## src/rtl/gtf_link_seq_pkg.sv

```systemverilog
// Shared types and constants for the GTF reset/link sequencer.
// Holds state encodings, pulse width and a counter-width helper.
package gtf_link_seq_pkg;

    typedef enum logic [1:0] {
        WAIT_LOCK = 2'd0,
        HOLD      = 2'd1,
        WAIT_DP   = 2'd2,
        RUN       = 2'd3
    } seq_state_e;

    typedef enum logic [1:0] {
        DP_RST    = 2'd0,
        WAIT_LINK = 2'd1,
        STABLE    = 2'd2,
        FAILED    = 2'd3
    } ch_state_e;

    localparam int unsigned PULSE_W = 5;
    localparam logic [PULSE_W-1:0] PULSE_LOAD = 5'h1F;
    localparam int unsigned RETRY_W = 3;

    function automatic int unsigned cnt_w(input int unsigned n);
        return (n < 2) ? 1 : $clog2(n);
    endfunction

endpackage

```

## src/rtl/gtf_ch_link_mon.sv

```systemverilog
// Per-channel link monitor: datapath reset, stability and retry FSM.
// GTF_RX_ONLY_RETRY_EN: retries and FAILED drive only the RX reset.
module gtf_ch_link_mon
    import gtf_link_seq_pkg::*;
#(
    parameter int unsigned STABLE_CNT   = 2048,
    parameter int unsigned LINK_TIMEOUT = 1048576,
    parameter int unsigned RETRY_PULSE  = 16,
    parameter int unsigned MAX_RETRY    = 7
) (
    input  logic               clk,
    input  logic               rst_n,
    input  logic               en,
    input  logic               clr_sticky,
    input  logic               link_status_in,
    output logic               txdp_reset_out,
    output logic               rxdp_reset_out,
    output logic               link_stable_out,
    output logic               pulse_out,
    output logic               ch_failed_out,
    output logic [RETRY_W-1:0] retry_cnt_out
);

    localparam int unsigned TO_W = cnt_w(LINK_TIMEOUT);
    localparam int unsigned UP_W = cnt_w(STABLE_CNT);
    localparam int unsigned PC_W = cnt_w(RETRY_PULSE);

    localparam logic [TO_W-1:0] TO_LAST = TO_W'(LINK_TIMEOUT - 1);
    localparam logic [TO_W-1:0] TO_ONE  = TO_W'(1);
    localparam logic [UP_W-1:0] UP_LAST = UP_W'(STABLE_CNT - 1);
    localparam logic [UP_W-1:0] UP_ONE  = UP_W'(1);
    localparam logic [PC_W-1:0] PC_LOAD = PC_W'(RETRY_PULSE - 1);
    localparam logic [PC_W-1:0] PC_ONE  = PC_W'(1);
    localparam logic [RETRY_W-1:0] RT_MAX = RETRY_W'(MAX_RETRY);
    localparam logic [RETRY_W-1:0] RT_ONE = RETRY_W'(1);

    logic [1:0]         lsync_q;
    logic               link;
    ch_state_e          state_q, state_d;
    logic [TO_W-1:0]    to_q, to_d;
    logic [UP_W-1:0]    up_q, up_d;
    logic [PC_W-1:0]    pc_q, pc_d;
    logic               stable_q, stable_d;
    logic               stable_prev_q;
    logic [PULSE_W-1:0] sh_q, sh_d;
    logic               failed_q, failed_d;
    logic [RETRY_W-1:0] retry_q, retry_d;
    logic               dp_rst;

    assign link = lsync_q[1];

    // Two-flop synchroniser for the asynchronous link status.
    always_ff @(posedge clk or negedge rst_n) begin
        if (!rst_n) begin
            lsync_q <= 2'b00;
        end else begin
            lsync_q <= {lsync_q[0], link_status_in};
        end
    end

    // Channel FSM, counters and the stable-rise pulse shifter.
    always_comb begin
        state_d  = state_q;
        to_d     = to_q;
        up_d     = up_q;
        pc_d     = pc_q;
        stable_d = stable_q;
        failed_d = failed_q;
        retry_d  = retry_q;
        sh_d     = {sh_q[PULSE_W-2:0], 1'b0};
        if (stable_q && !stable_prev_q) begin
            sh_d = PULSE_LOAD;
        end
        if (!en) begin
            state_d  = DP_RST;
            to_d     = '0;
            up_d     = '0;
            pc_d     = '0;
            stable_d = 1'b0;
            sh_d     = '0;
        end else begin
            unique case (state_q)
                DP_RST: begin
                    if (pc_q == '0) begin
                        state_d = WAIT_LINK;
                        to_d    = '0;
                        up_d    = '0;
                    end else begin
                        pc_d = pc_q - PC_ONE;
                    end
                end
                WAIT_LINK: begin
                    if (to_q != '1) begin
                        to_d = to_q + TO_ONE;
                    end
                    if (link) begin
                        if (up_q != '1) begin
                            up_d = up_q + UP_ONE;
                        end
                    end else begin
                        up_d = '0;
                    end
                    if (link && up_q == UP_LAST) begin
                        state_d  = STABLE;
                        stable_d = 1'b1;
                    end else if (to_q == TO_LAST) begin
                        if (retry_q < RT_MAX) begin
                            retry_d = retry_q + RT_ONE;
                            state_d = DP_RST;
                            pc_d    = PC_LOAD;
                        end else begin
                            state_d  = FAILED;
                            failed_d = 1'b1;
                        end
                    end
                end
                STABLE: begin
                    if (!link) begin
                        state_d  = WAIT_LINK;
                        stable_d = 1'b0;
                        to_d     = '0;
                        up_d     = '0;
                    end
                end
                FAILED: begin
                    failed_d = 1'b1;
                end
                default: begin
                    state_d = DP_RST;
                end
            endcase
        end
        if (clr_sticky) begin
            failed_d = 1'b0;
            retry_d  = '0;
        end
    end

    // Channel state registers.
    always_ff @(posedge clk or negedge rst_n) begin
        if (!rst_n) begin
            state_q       <= DP_RST;
            to_q          <= '0;
            up_q          <= '0;
            pc_q          <= '0;
            stable_q      <= 1'b0;
            stable_prev_q <= 1'b0;
            sh_q          <= '0;
            failed_q      <= 1'b0;
            retry_q       <= '0;
        end else begin
            state_q       <= state_d;
            to_q          <= to_d;
            up_q          <= up_d;
            pc_q          <= pc_d;
            stable_q      <= stable_d;
            stable_prev_q <= stable_q;
            sh_q          <= sh_d;
            failed_q      <= failed_d;
            retry_q       <= retry_d;
        end
    end

    assign dp_rst = !en || state_q == DP_RST || state_q == FAILED;

`ifdef GTF_RX_ONLY_RETRY_EN
    logic released_q, released_d;

    // TX stays released once the first release has happened.
    always_comb begin
        released_d = en && (released_q || (state_q == DP_RST && pc_q == '0));
    end

    // Release flag register.
    always_ff @(posedge clk or negedge rst_n) begin
        if (!rst_n) begin
            released_q <= 1'b0;
        end else begin
            released_q <= released_d;
        end
    end

    assign txdp_reset_out = !en || !released_q;
    assign rxdp_reset_out = dp_rst;
`else
    assign txdp_reset_out = dp_rst;
    assign rxdp_reset_out = dp_rst;
`endif

    assign link_stable_out = stable_q;
    assign pulse_out       = sh_q[PULSE_W-1];
    assign ch_failed_out   = failed_q;
    assign retry_cnt_out   = retry_q;

endmodule

```

## src/rtl/gtf_link_reset_seq.sv

```systemverilog
// Reset and link sequencer: lock qualification and global reset FSM.
// GTF_RX_ONLY_RETRY_EN is forwarded to the per-channel monitors.
module gtf_link_reset_seq
    import gtf_link_seq_pkg::*;
#(
    parameter int unsigned NUM_CHANNEL  = 1,
    parameter int unsigned LOCK_DLY     = 100,
    parameter int unsigned DP_DLY       = 1000,
    parameter int unsigned STABLE_CNT   = 2048,
    parameter int unsigned LINK_TIMEOUT = 1048576,
    parameter int unsigned RETRY_PULSE  = 16,
    parameter int unsigned MAX_RETRY    = 7
) (
    input  logic                     gtf_freerun_clk,
    input  logic                     sys_if_rstn,
    input  logic                     clk_wiz_locked,
    input  logic                     sys_gtf_resetn,
    input  logic [NUM_CHANNEL-1:0]   link_status_in,
    output logic                     reset_all_out,
    output logic [NUM_CHANNEL-1:0]   txdp_reset_out,
    output logic [NUM_CHANNEL-1:0]   rxdp_reset_out,
    output logic [NUM_CHANNEL-1:0]   link_stable_out,
    output logic [NUM_CHANNEL-1:0]   link_down_latched_reset_out,
    output logic [NUM_CHANNEL-1:0]   ch_failed_out,
    output logic [3*NUM_CHANNEL-1:0] retry_cnt_out,
    output logic [1:0]               seq_state_out
);

    localparam int unsigned G_MAX = (LOCK_DLY > DP_DLY) ? LOCK_DLY : DP_DLY;
    localparam int unsigned G_W   = cnt_w(G_MAX);

    localparam logic [G_W-1:0] LOCK_LOAD = G_W'(LOCK_DLY - 1);
    localparam logic [G_W-1:0] DP_LOAD   = G_W'(DP_DLY - 1);
    localparam logic [G_W-1:0] G_ONE     = G_W'(1);

    logic [1:0]     lock_sync_q;
    logic           abort;
    logic           ch_en;
    seq_state_e     state_q, state_d;
    logic [G_W-1:0] cnt_q, cnt_d;

    assign abort = !lock_sync_q[1] || !sys_gtf_resetn;
    assign ch_en = (state_q == RUN) && !abort;

    // Two-flop synchroniser for the clock-wizard lock.
    always_ff @(posedge gtf_freerun_clk or negedge sys_if_rstn) begin
        if (!sys_if_rstn) begin
            lock_sync_q <= 2'b00;
        end else begin
            lock_sync_q <= {lock_sync_q[0], clk_wiz_locked};
        end
    end

    // Global sequence: lock hold-off, reset_all release, datapath delay.
    always_comb begin
        state_d = state_q;
        cnt_d   = cnt_q;
        if (abort) begin
            state_d = WAIT_LOCK;
            cnt_d   = LOCK_LOAD;
        end else begin
            unique case (state_q)
                WAIT_LOCK: begin
                    if (cnt_q == '0) begin
                        state_d = WAIT_DP;
                        cnt_d   = DP_LOAD;
                    end else begin
                        state_d = HOLD;
                        cnt_d   = cnt_q - G_ONE;
                    end
                end
                HOLD: begin
                    if (cnt_q == '0) begin
                        state_d = WAIT_DP;
                        cnt_d   = DP_LOAD;
                    end else begin
                        cnt_d = cnt_q - G_ONE;
                    end
                end
                WAIT_DP: begin
                    if (cnt_q == '0) begin
                        state_d = RUN;
                    end else begin
                        cnt_d = cnt_q - G_ONE;
                    end
                end
                RUN: begin
                    state_d = RUN;
                end
                default: begin
                    state_d = WAIT_LOCK;
                    cnt_d   = LOCK_LOAD;
                end
            endcase
        end
    end

    // Global state registers.
    always_ff @(posedge gtf_freerun_clk or negedge sys_if_rstn) begin
        if (!sys_if_rstn) begin
            state_q <= WAIT_LOCK;
            cnt_q   <= LOCK_LOAD;
        end else begin
            state_q <= state_d;
            cnt_q   <= cnt_d;
        end
    end

    assign reset_all_out = abort || state_q == WAIT_LOCK || state_q == HOLD;
    assign seq_state_out = state_q;

    for (genvar i = 0; i < NUM_CHANNEL; i++) begin : g_ch
        gtf_ch_link_mon #(
            .STABLE_CNT   (STABLE_CNT),
            .LINK_TIMEOUT (LINK_TIMEOUT),
            .RETRY_PULSE  (RETRY_PULSE),
            .MAX_RETRY    (MAX_RETRY)
        ) u_mon (
            .clk             (gtf_freerun_clk),
            .rst_n           (sys_if_rstn),
            .en              (ch_en),
            .clr_sticky      (!sys_gtf_resetn),
            .link_status_in  (link_status_in[i]),
            .txdp_reset_out  (txdp_reset_out[i]),
            .rxdp_reset_out  (rxdp_reset_out[i]),
            .link_stable_out (link_stable_out[i]),
            .pulse_out       (link_down_latched_reset_out[i]),
            .ch_failed_out   (ch_failed_out[i]),
            .retry_cnt_out   (retry_cnt_out[3*i +: 3])
        );
    end

endmodule

```

## config.mk

```make
export PLATFORM = sky130hd
export DESIGN_NAME = gtf_link_reset_seq
export DESIGN_NICKNAME = d
export VERILOG_FILES = /design/src/rtl/gtf_link_seq_pkg.sv /design/src/rtl/gtf_ch_link_mon.sv /design/src/rtl/gtf_link_reset_seq.sv
export SDC_FILE = /design/constraint.sdc
export NUM_CORES = 1
export LEC_CHECK = 0
export BUFFER_PORTS_ARGS = -buffer_cell sky130_fd_sc_hd__buf_4
export CORE_MARGIN = 4
export CORE_UTILIZATION = 60
export DETAILED_ROUTE_END_ITERATION = 16
export GPL_TIMING_DRIVEN = 1
export PLACE_DENSITY_LB_ADDON = 0.1
export SYNTH_ARGS = -nofsm -noshare
export SYNTH_HDL_FRONTEND = slang
export SYNTH_SLANG_ARGS = --single-unit
```

## constraint.sdc

```tcl
create_clock -name gtf_freerun_clk -period 4.3 [get_ports gtf_freerun_clk]
set_clock_uncertainty 0.05 [all_clocks]
set_input_delay 0.215 -clock gtf_freerun_clk [delete_from_list [all_inputs] [get_ports gtf_freerun_clk]]
set_output_delay 0.215 -clock gtf_freerun_clk [all_outputs]
set_load 0.05 [all_outputs]
```

Word level (Yosys, flattened, before mapping)
Index checks and enable logic that the tools add are counted.

Add/sub/neg operators: 5. Magnitude comparators: 1. Equality and inequality tests: 35. Mux-type cells: 51. Reduce and logical (&&, ||, !) cells: 28.

Operators by type and width (number): $mux 20 (4); $pmux 20 s3 (1); $mux 11 (5); $ne 3x3->1 const B (15); $pmux 11 s3 (1); $mux 10 (3); $add 20x1->20 const B (1); $eq 20x20->1 const B (1); $mux 2 (10); $mux 4 (5); $ne 20x20->1 const B (1); $pmux 10 s2 (1); $mux 3 (6); $reduce_and 5->1 (3); $ne 4x4->1 const B (3); $reduce_and 4->1 (3); $add 11x1->11 const B (1); $eq 11x11->1 const B (1); $ne 11x11->1 const B (1); $logic_not 10->1 (1); $mux 5 (2); $sub 10x1->10 const B (1); $eq 2x2->1 const B (4); $mux 1 (8); 21 further kinds (38).

Bits in registers: 64.

Logic depth before layout (Yosys ltp)
Gate-level depths: netlist of the first run.

Word-level depth: 7. Depth in mapped cells: 8. Gate-level depth less buffers: 7.

Cells and area by module
Synthesis of the first run repeated with hierarchy kept, for this count alone.

Cell total of the unflattened synthesis: 386. Area, all modules: 3609.7 um^2.

Modules (own cells, without submodules): gtf_ch_link_mon (times used 1, cells each 300, area each 2788.9 um^2, seq. area each 1251.2 um^2); gtf_link_reset_seq (times used 1, cells each 86, area each 820.8 um^2, seq. area each 355.3 um^2).

Least setup slack after synthesis of the first run
OpenSTA, ideal clock, no wires.

Path type: reg-to-output. From: register g_ch[0].u_mon.state_q[1]. To: output txdp_reset_out. Arrival: 2363 ps. Path slack: 1672 ps. Cell stages (with the launch flop): 6. Cells stage by stage: dfrtp_1 > buf_4 > and2b_1 > buf_2 > o21ai_0 > buf_4.

Longest elaborated chain between the ends: 3.

Ends and longest elaborated chain: start: declaration (line gtf_ch_link_mon.sv:39) `ch_state_e state_q, state_d;`; start signal: assignment (line gtf_ch_link_mon.sv:152) `state_q <= state_d;`; $logic_not 2->1 (line gtf_ch_link_mon.sv:164) `assign dp_rst = !en || state_q == DP_RST || state_q == FAILED;`; $logic_or 1x1->1 (line gtf_ch_link_mon.sv:164); $logic_or 1x1->1 (*) (line gtf_ch_link_mon.sv:164); end: declaration (line gtf_link_reset_seq.sv:20) `output logic [NUM_CHANNEL-1:0] txdp_reset_out,`.

Mark *: on every way between the ends. The rest lies on a longest branch, timed or not.

Final worst setup path of the first run
From: register state_q[1], in the netlist seq_state_out[1]. To: register g_ch[0].u_mon.to_q[3].

Longest elaborated chain between the ends: 4.

Ends and longest elaborated chain: start: declaration (line gtf_link_reset_seq.sv:39) `seq_state_e state_q, state_d;`; start signal: assignment (line gtf_link_reset_seq.sv:104) `state_q <= state_d;`; $eq 2x2->1 (*) (line gtf_link_reset_seq.sv:43) `assign ch_en = (state_q == RUN) && !abort;`; $logic_and 1x1->1 (*) (line gtf_link_reset_seq.sv:43); $ne 4x4->1 (no source line) or $ne 3x3->1 (tied branches); $reduce_and 4->1 (no source line); end signal: assignment (line gtf_ch_link_mon.sv:153) `to_q <= to_d;`; end: declaration (line gtf_ch_link_mon.sv:40) `logic [TO_W-1:0] to_q, to_d;`.

Marked as above. A chain may end at the register's enable or synchronous reset.

==> metrics.cfg, run 1 <==
[hold_path]
worstHoldStart = sys_gtf_resetn
hold_path_class = in2reg

[worst_setup_path]
required_ns = 4.54
critPathTopFamily = simple AND/OR/NAND/NOR gates
path_buf_inv = 0
crit_path_start = seq_state_out[1]
critPathMaxStageDelay_ns = 0.82
start_kind = flip-flop
path_cells = nand4_1, nor4_4, a21oi_2, or4_1, nand2_1
cp_max_fo = 16
rrSetupSlack_ns = 1.48
path_class = reg2reg
crit_arrival_ns = 3.06
worstReg2RegStart = seq_state_out[1]
endpoint_kind = flip-flop
slowest_stage = nor4_4

[floorplanning]
rows = 26
floorplan.initialDensity = 0.638
io_pins = 16
die-height_microns = 82.8
dieArea_sq_um = 6860
fp.coreArea_sq_um = 5270
die_x_microns = 82.8

[global_route]
grt_max_degree = 65
grt_overflow = 0
grt_pass1_vias = 2751
antenna_found_initial = 0
grt_usage = 0.222
grt_pass1_wl_microns = 12700

[detailed_routing]
drtIter0Drc = 181
first_pass_iters = 5
wire_per_inst_microns = 15.8
vias = 2795
finalWirelength_microns = 7110
via_per_inst = 6.21
ant_nets = 0
drc_errors = 0

[synthesis]
synthesis.nets = 365
seq_area_frac_synth = 0.478
yosys.area.top_type_share = 0.447
netlist_area_sq_um = 3360
synth-warning-count = 0
synth_edf_count = 0
ys_seq_elements = 64
synthCells = 355
async_reset_ff_frac = 1.00
syn_avg_cell_area_sq_um = 9.47
synth.area.top_cells = dfrtp_1 (45%), nand2_1 (3.9%), nor2_1 (3.7%)
synth_largest_area_cell = dfrtp_1
synth_cell_types = 56
ys.flop_type = dfrtp_1

[clocking]
path_clk_slew_ns = 0.07
cts_tree = built
cts_num_sinks = 64
cts_buffers = 9
root_buffer = clkbuf_8
ctsResizeCount = 0
clock_path_buffers = 2
worstSkewPairLatency_ns = 0.34
htree_levels = 3

[timing]
fin_tns_setup_ns = 0
worstMarginPinSlew_ns = 0.785
setup_slack_ns = 1.48
relSlewSlack = 0.477
setup_violations = 0
rsz0062_at_grt = no
finalHoldViolCount = 0
min_period_ns = 2.82
finalCritPeriodShare = 0.657
clock.fmax_mhz = 354
drv_slew = 0

[pwr]
p_total_mw = 1.09
power_per_cell_area_nw_per_um2 = 293
p_leak_nw = 1.50
ir_drop_v = 0.000246

[final_layout]
n_antenna_cell = 0
area_growth_pct = 10.5
utilization = 0.705
n_fill_cell = 407
drive_gt1_frac = 0.126
finalNetCount = 385

[status]
outcome = complete, no violations

[placed_design]
dp_slack_ns = 1.49
hpwlAfterDp_microns = 4860
io_buffers = 15
place.gp.congestion = 0.879

[run]
drv_cap = 0

## sequential cells by signal (all words and copies together), names as in the netlist
register / flops
g_ch.u_mon.pc_q: 4
seq_state_out: 2
g_ch.u_mon.up_q: 11
g_ch.u_mon.state_q: 2
g_ch.u_mon.sh_q: 5
g_ch.u_mon.link_stable_out: 1
g_ch.u_mon.to_q: 20
cnt_q: 10
g_ch.u_mon.retry_cnt_out: 3
g_ch.u_mon.ch_failed_out: 1
lock_sync_q: 2
g_ch.u_mon.stable_prev_q: 1
g_ch.u_mon.lsync_q: 2
## logic make-up after synthesis
| kind of cell | count (synthesis) | share of synthesized area |
|---|---|---|
| buf+inv | 18 | 0.0246 |
| fa+ha+maj | 5 | 0.0186 |
| mux | 5 | 0.0149 |
| compound gates | 73 | 0.143 |
| simple gates | 177 | 0.287 |
| flops | 64 | 0.478 |
| xor+xnor | 13 | 0.0339 |
## worst reg2reg max path: stages, from the launching register on
cell and delay, ns:
dfrtp_1 0.46, nand4_1 0.49, nor4_4 0.83, a21oi_2 0.29, or4_1 0.57, nand2_1 0.09
## power by group
| group | switching (mW) | internal [mW] | total, mW |
|---|---|---|---|
| Clock | 0.234 | 0.220 | 0.454 |
| Sequential | 0.00417 | 0.606 | 0.610 |
| Combinational | 0.0187 | 0.00711 | 0.0258 |
| Total | 0.257 | 0.833 | 1.09 |
## cell usage after synthesis (all sizes together) (2+ instances only)
cell and n:
a21oi 19, a311oi 2, a31oi 4, and2 5, and3 5, and4 4
buf 6, clkbuf 3, dfrtp 60, dfstp 4, ha 5, inv 9
mux2i 5, nand2 35, nand2b 3, nand3 24, nand3b 3, nand4 10
nor2 34, nor2b 4, nor3 16, nor3b 3, nor4 7, nor4b 3
o211ai 5, o21a 5, o21ai 19, o31a 2, o31ai 5, or2 3
or3 8, or4 8, xnor2 8, xor2 5
## worst paths after layout
kind	endpoint	depth (start not counted)
max	g_ch[0].u_mon.to_q[3]	5
min	cnt_q[6]	2
max reg2reg	g_ch[0].u_mon.to_q[3]	5
min reg2reg	g_ch[0].u_mon.lsync_q[1]	0
max in group asynchronous	g_ch[0].u_mon.to_q[18]	2
min in group asynchronous	g_ch[0].u_mon.to_q[3]	2
## through the flow
step	instances	cell area (sq um)	hold WS [ns]
4_1_cts	450	3710	0.0611
2_1_floorplan	355	3360	-0.131
3_5_place_dp	431	3510	0.276
6_report	450	3710	0.0693
3_3_place_gp	431	3510	0.275
5_1_grt	450	3710	0.0718
## final cells by class
cell class                 instances  area (sq um)  area share
tap                               70          87.6      0.0236
sequential                        64          1610       0.432
inverter                           9          33.8     0.00909
multi-input combinational        273          1670       0.450
timing repair buffer              18           143      0.0384
clock buffer                      10           138      0.0370
clock inverter                     6          35.0     0.00943
## what timing repair did
item / CTS / global route
hold endpoints to repair: 62 / 0
setup buffers: 0 / 0
hold buffers: 3 / 0
## per-layer routing
layer,track usage,vias up,share of wire
met2,0.345,69,0.47
li1,-,1367,-
met1,0.310,1346,0.47
met4,0.0728,0,0.018
met5,0,-,0
met3,0.0475,13,0.043
## cell usage in the layout, fill, tap and decap left out, types with 6 or more instances in the layout
master | netlist | layout
inv_1 | 9 | 9
or4_1 | 8 | 8
nor4_1 | 6 | 6
dfrtp_1 | 60 | 60
nor3_1 | 16 | 16
a21oi_1 | 18 | 18
nor2_1 | 33 | 33
nand2_1 | 35 | 35
clkbuf_8 | 0 | 10
xnor2_1 | 8 | 8
nand3_1 | 24 | 24
o21ai_0 | 17 | 17
nand4_1 | 10 | 10
or3_1 | 8 | 8
buf_4 | 3 | 15
(Power assumes the default switching activity.)
==> run 2: changes to the inputs <==
ABC_AREA = 1   (was default)
CORE_UTILIZATION = 56   (was 60)
clock period = 2.45 ns   (was 4.3 ns; I/O delays follow)
==> run 2 against run 1 <==
Utilization is 6.0 points lower. Setup slack got worse by 1.2 ns. Non-clock buffer count rose by 5. Final cell count up 37%. Register-to-register slack got worse by 1.2 ns. Synthesized cell count is 45% higher. Die area is 18% higher. Sequential cell count unchanged. Critical path type unchanged. Critical endpoint is now g_ch[0].u_mon.to_q[14]. Largest power group unchanged. Highest routed layer unchanged.
==> metrics.cfg, run 2 <==
[pwr]
p_leak_nw = 1.97
power_frac_seq = 0.547
pwr-share-clk = 0.406
ir_drop_v = 0.000318
swShare = 0.234
combPwrFrac = 0.047
p_int_mw = 1.53
power_per_cell_area_nw_per_um2 = 484
p_sw_mw = 0.469

[synthesis]
synth-warning-count = 0
ys.flop_type = dfrtp_1
ys_seq_elements = 64
synthCells = 514
synth_simple_gate_area_frac = 0.354
synth_top_family_by_area = simple AND/OR/NAND/NOR gates
synth_edf_count = 0
syn_avg_cell_area_sq_um = 7.31
post-synth-top-count-cell = nand2_1
yosys.area.top_type_share = 0.400
yosys-top-cells-count = nand2_1 (144), dfrtp_1 (60), inv_1 (60), nor2_1 (60), nand3_1 (48)
yosys.area_share.adder = 0.0167
synth_largest_area_cell = dfrtp_1
synthesis.nets = 524
netlist_area_sq_um = 3750
muxShareOfSynthArea = 0
synth-xor-area-share = 0.0280
synth-compound-area-share = 0.0920
synth.area.top_cells = dfrtp_1 (40%), nand2_1 (14%), nand3_1 (6.4%)
async_reset_ff_frac = 1.00
synth_cell_types = 40
seq_area_frac_synth = 0.428

[detailed_routing]
drtIter0Drc = 197
via_per_inst = 5.43
wire_per_inst_microns = 13.6
first_pass_iters = 4
drc_errors = 0
ant_nets = 0
vias = 3357
finalWirelength_microns = 8410

[global_route]
grt_usage = 0.221
grt_pass1_wl_microns = 14800
antenna_found_initial = 0
grt_overflow = 0
grt_pass1_vias = 3249
grt_max_degree = 65

[worst_setup_path]
critPathMaxStageDelay_ns = 0.43
crit_arrival_ns = 2.41
path_buf_inv = 1
path_class = reg2reg
critPathTopFamily = simple AND/OR/NAND/NOR gates
required_ns = 2.63
cp_common_cell = nand2_1
slowest_stage = dfrtp_1
cp_max_fo = 17
endpoint_kind = flip-flop
path_cells = ha_1, nand3_1, inv_1, nand2_1, nor2_1, nand4_4, nand2_4, nor2_1, nand2_1, nand2_1
start_kind = flip-flop

[floorplanning]
floorplan.initialDensity = 0.585
io_pins = 16
dieArea_sq_um = 8080
die-height_microns = 89.9
die_x_microns = 89.9
rows = 29
fp.coreArea_sq_um = 6420

[final_layout]
regMostFlops = g_ch.u_mon.to_q
n_antenna_cell = 0
largest_reg_flops = 20
mostFrequentLayoutCells = nand2_1 (144), inv_1 (60), dfrtp_1 (60)
final_area_sq_um = 4140
regArea_sq_um = 1610
largestRegisters = g_ch.u_mon.to_q (20), g_ch.u_mon.up_q (11), cnt_q (10)
finalNetCount = 546
n_fill_cell = 574
drive_gt1_frac = 0.104
layout_commonest_cell = nand2_1
area_growth_pct = 10.3
multi_input_area_sq_um = 1840
final_cells = 618

[timing]
finalCritPeriodShare = 0.907
clock.fmax_mhz = 450
setup_slack_ns = 0.228
rsz0062_at_grt = no
worstMarginPinSlew_ns = 0.799
drv_slew = 0
finalHoldViolCount = 0
relSlewSlack = 0.468
min_period_ns = 2.22
setup_violations = 0
fin_tns_setup_ns = 0

[clocking]
cts_num_sinks = 64
worstSkewPairLatency_ns = 0.34
root_buffer = clkbuf_8
clock_path_buffers = 2
cts_tree = built
cts_setup_buffers = 0
cts_buffers = 9
htree_levels = 3
path_clk_slew_ns = 0.07

[placed_design]
place.gp.congestion = 0.907
dp_slack_ns = 0.250
io_buffers = 15
hpwlAfterDp_microns = 5860
dp.cells = 598
dpl-instance-area_sq_um = 3930

[status]
outcome = complete, no violations

[run]
drv_cap = 0

[hold_path]
hold_path_class = reg2reg

-- run 2: cell types whose count changed after synthesis, moves of 11 or more --
| cell | before | now |
|---|---|---|
| a21oi_1 | 18 | 3 |
| inv_1 | 9 | 60 |
| nand2_1 | 35 | 144 |
| nand3_1 | 24 | 48 |
| nor2_1 | 33 | 60 |
| o21ai_0 | 17 | 36 |
| o21ai_1 | 0 | 11 |
-- run 2: path summary, 6_finish.rpt --
path                                       startpoint                     end  slack, ns  cells past startpoint
max in group asynchronous                 sys_if_rstn  g_ch[0].u_mon.to_q[14]       1.47                      2
worst max register to register  g_ch[0].u_mon.to_q[0]  g_ch[0].u_mon.to_q[14]       0.23                     10
min in group asynchronous                 sys_if_rstn   g_ch[0].u_mon.up_q[0]       0.38                      2
worst min-delay path                   lock_sync_q[0]          lock_sync_q[1]       0.31                      0
worst min register to register         lock_sync_q[0]          lock_sync_q[1]       0.31                      0
worst max-delay path            g_ch[0].u_mon.to_q[0]  g_ch[0].u_mon.to_q[14]       0.23                     10
-- run 2: cell families (layout without fill, tap and decap cells) --
logic type,after synthesis,in the layout
AO/OA/AOI/OAI,62,62
XOR/XNOR,12,12
adder cells (fa/ha/maj),5,5
buffers and inverters,75,102
flip-flops,64,64
AND/OR/NAND/NOR,296,296
-- run 2: worst register-to-register path, stage by stage, from the launching register on --
cell	delay (ns)
dfrtp_1	0.43
ha_1	0.31
nand3_1	0.18
inv_1	0.11
nand2_1	0.09
nor2_1	0.28
nand4_4	0.15
nand2_4	0.21
nor2_1	0.15
nand2_1	0.09
nand2_1	0.05
-- run 2: routing by layer --
| metal | vias to the layer above | routed length [microns] | track usage |
|---|---|---|---|
| met5 | - | 0 | 0 |
| li1 | 1701 | - | - |
| met1 | 1564 | 3940 | 0.290 |
| met4 | 0 | 147 | 0.0714 |
| met2 | 78 | 4000 | 0.360 |
| met3 | 14 | 319 | 0.0568 |
-- run 2: layout make-up --
cell class | instances | area share
inverters | 63 | 0.0577
flip-flops and latches | 64 | 0.388
clock inverters | 1 | 0.00121
clock buffers | 15 | 0.0402
repair buffers | 23 | 0.0441
multi-input cells | 375 | 0.445
well taps | 77 | 0.0233
-- run 2: power by group through the flow --
stage	Combinational [mW]	Sequential (mW)	Clock, mW
finish	0.0933	1.10	0.814
global route	0.108	1.10	0.893
CTS	0.0947	1.10	0.845
detailed placement	0.0893	1.12	0
global placement	0.0857	1.11	0
floorplan	0.0457	1.11	0
-- run 2: timing repair --
item                                    4_1_cts  5_1_grt
hold endpoints to repair                     63        0
gates resized for setup                       0        1
hold buffers                                  4        0
endpoints found under the setup margin        0        2
-- run 2: through the flow --
stage                     power, mW   util  hold WS [ns]
final                          2.00  0.645         0.311
after global routing           2.10  0.645         0.314
after CTS                      2.03  0.644         0.309
after detailed placement       1.20  0.611         0.187
after global placement         1.20  0.611         0.182
after floorplan                1.16      -        -0.223
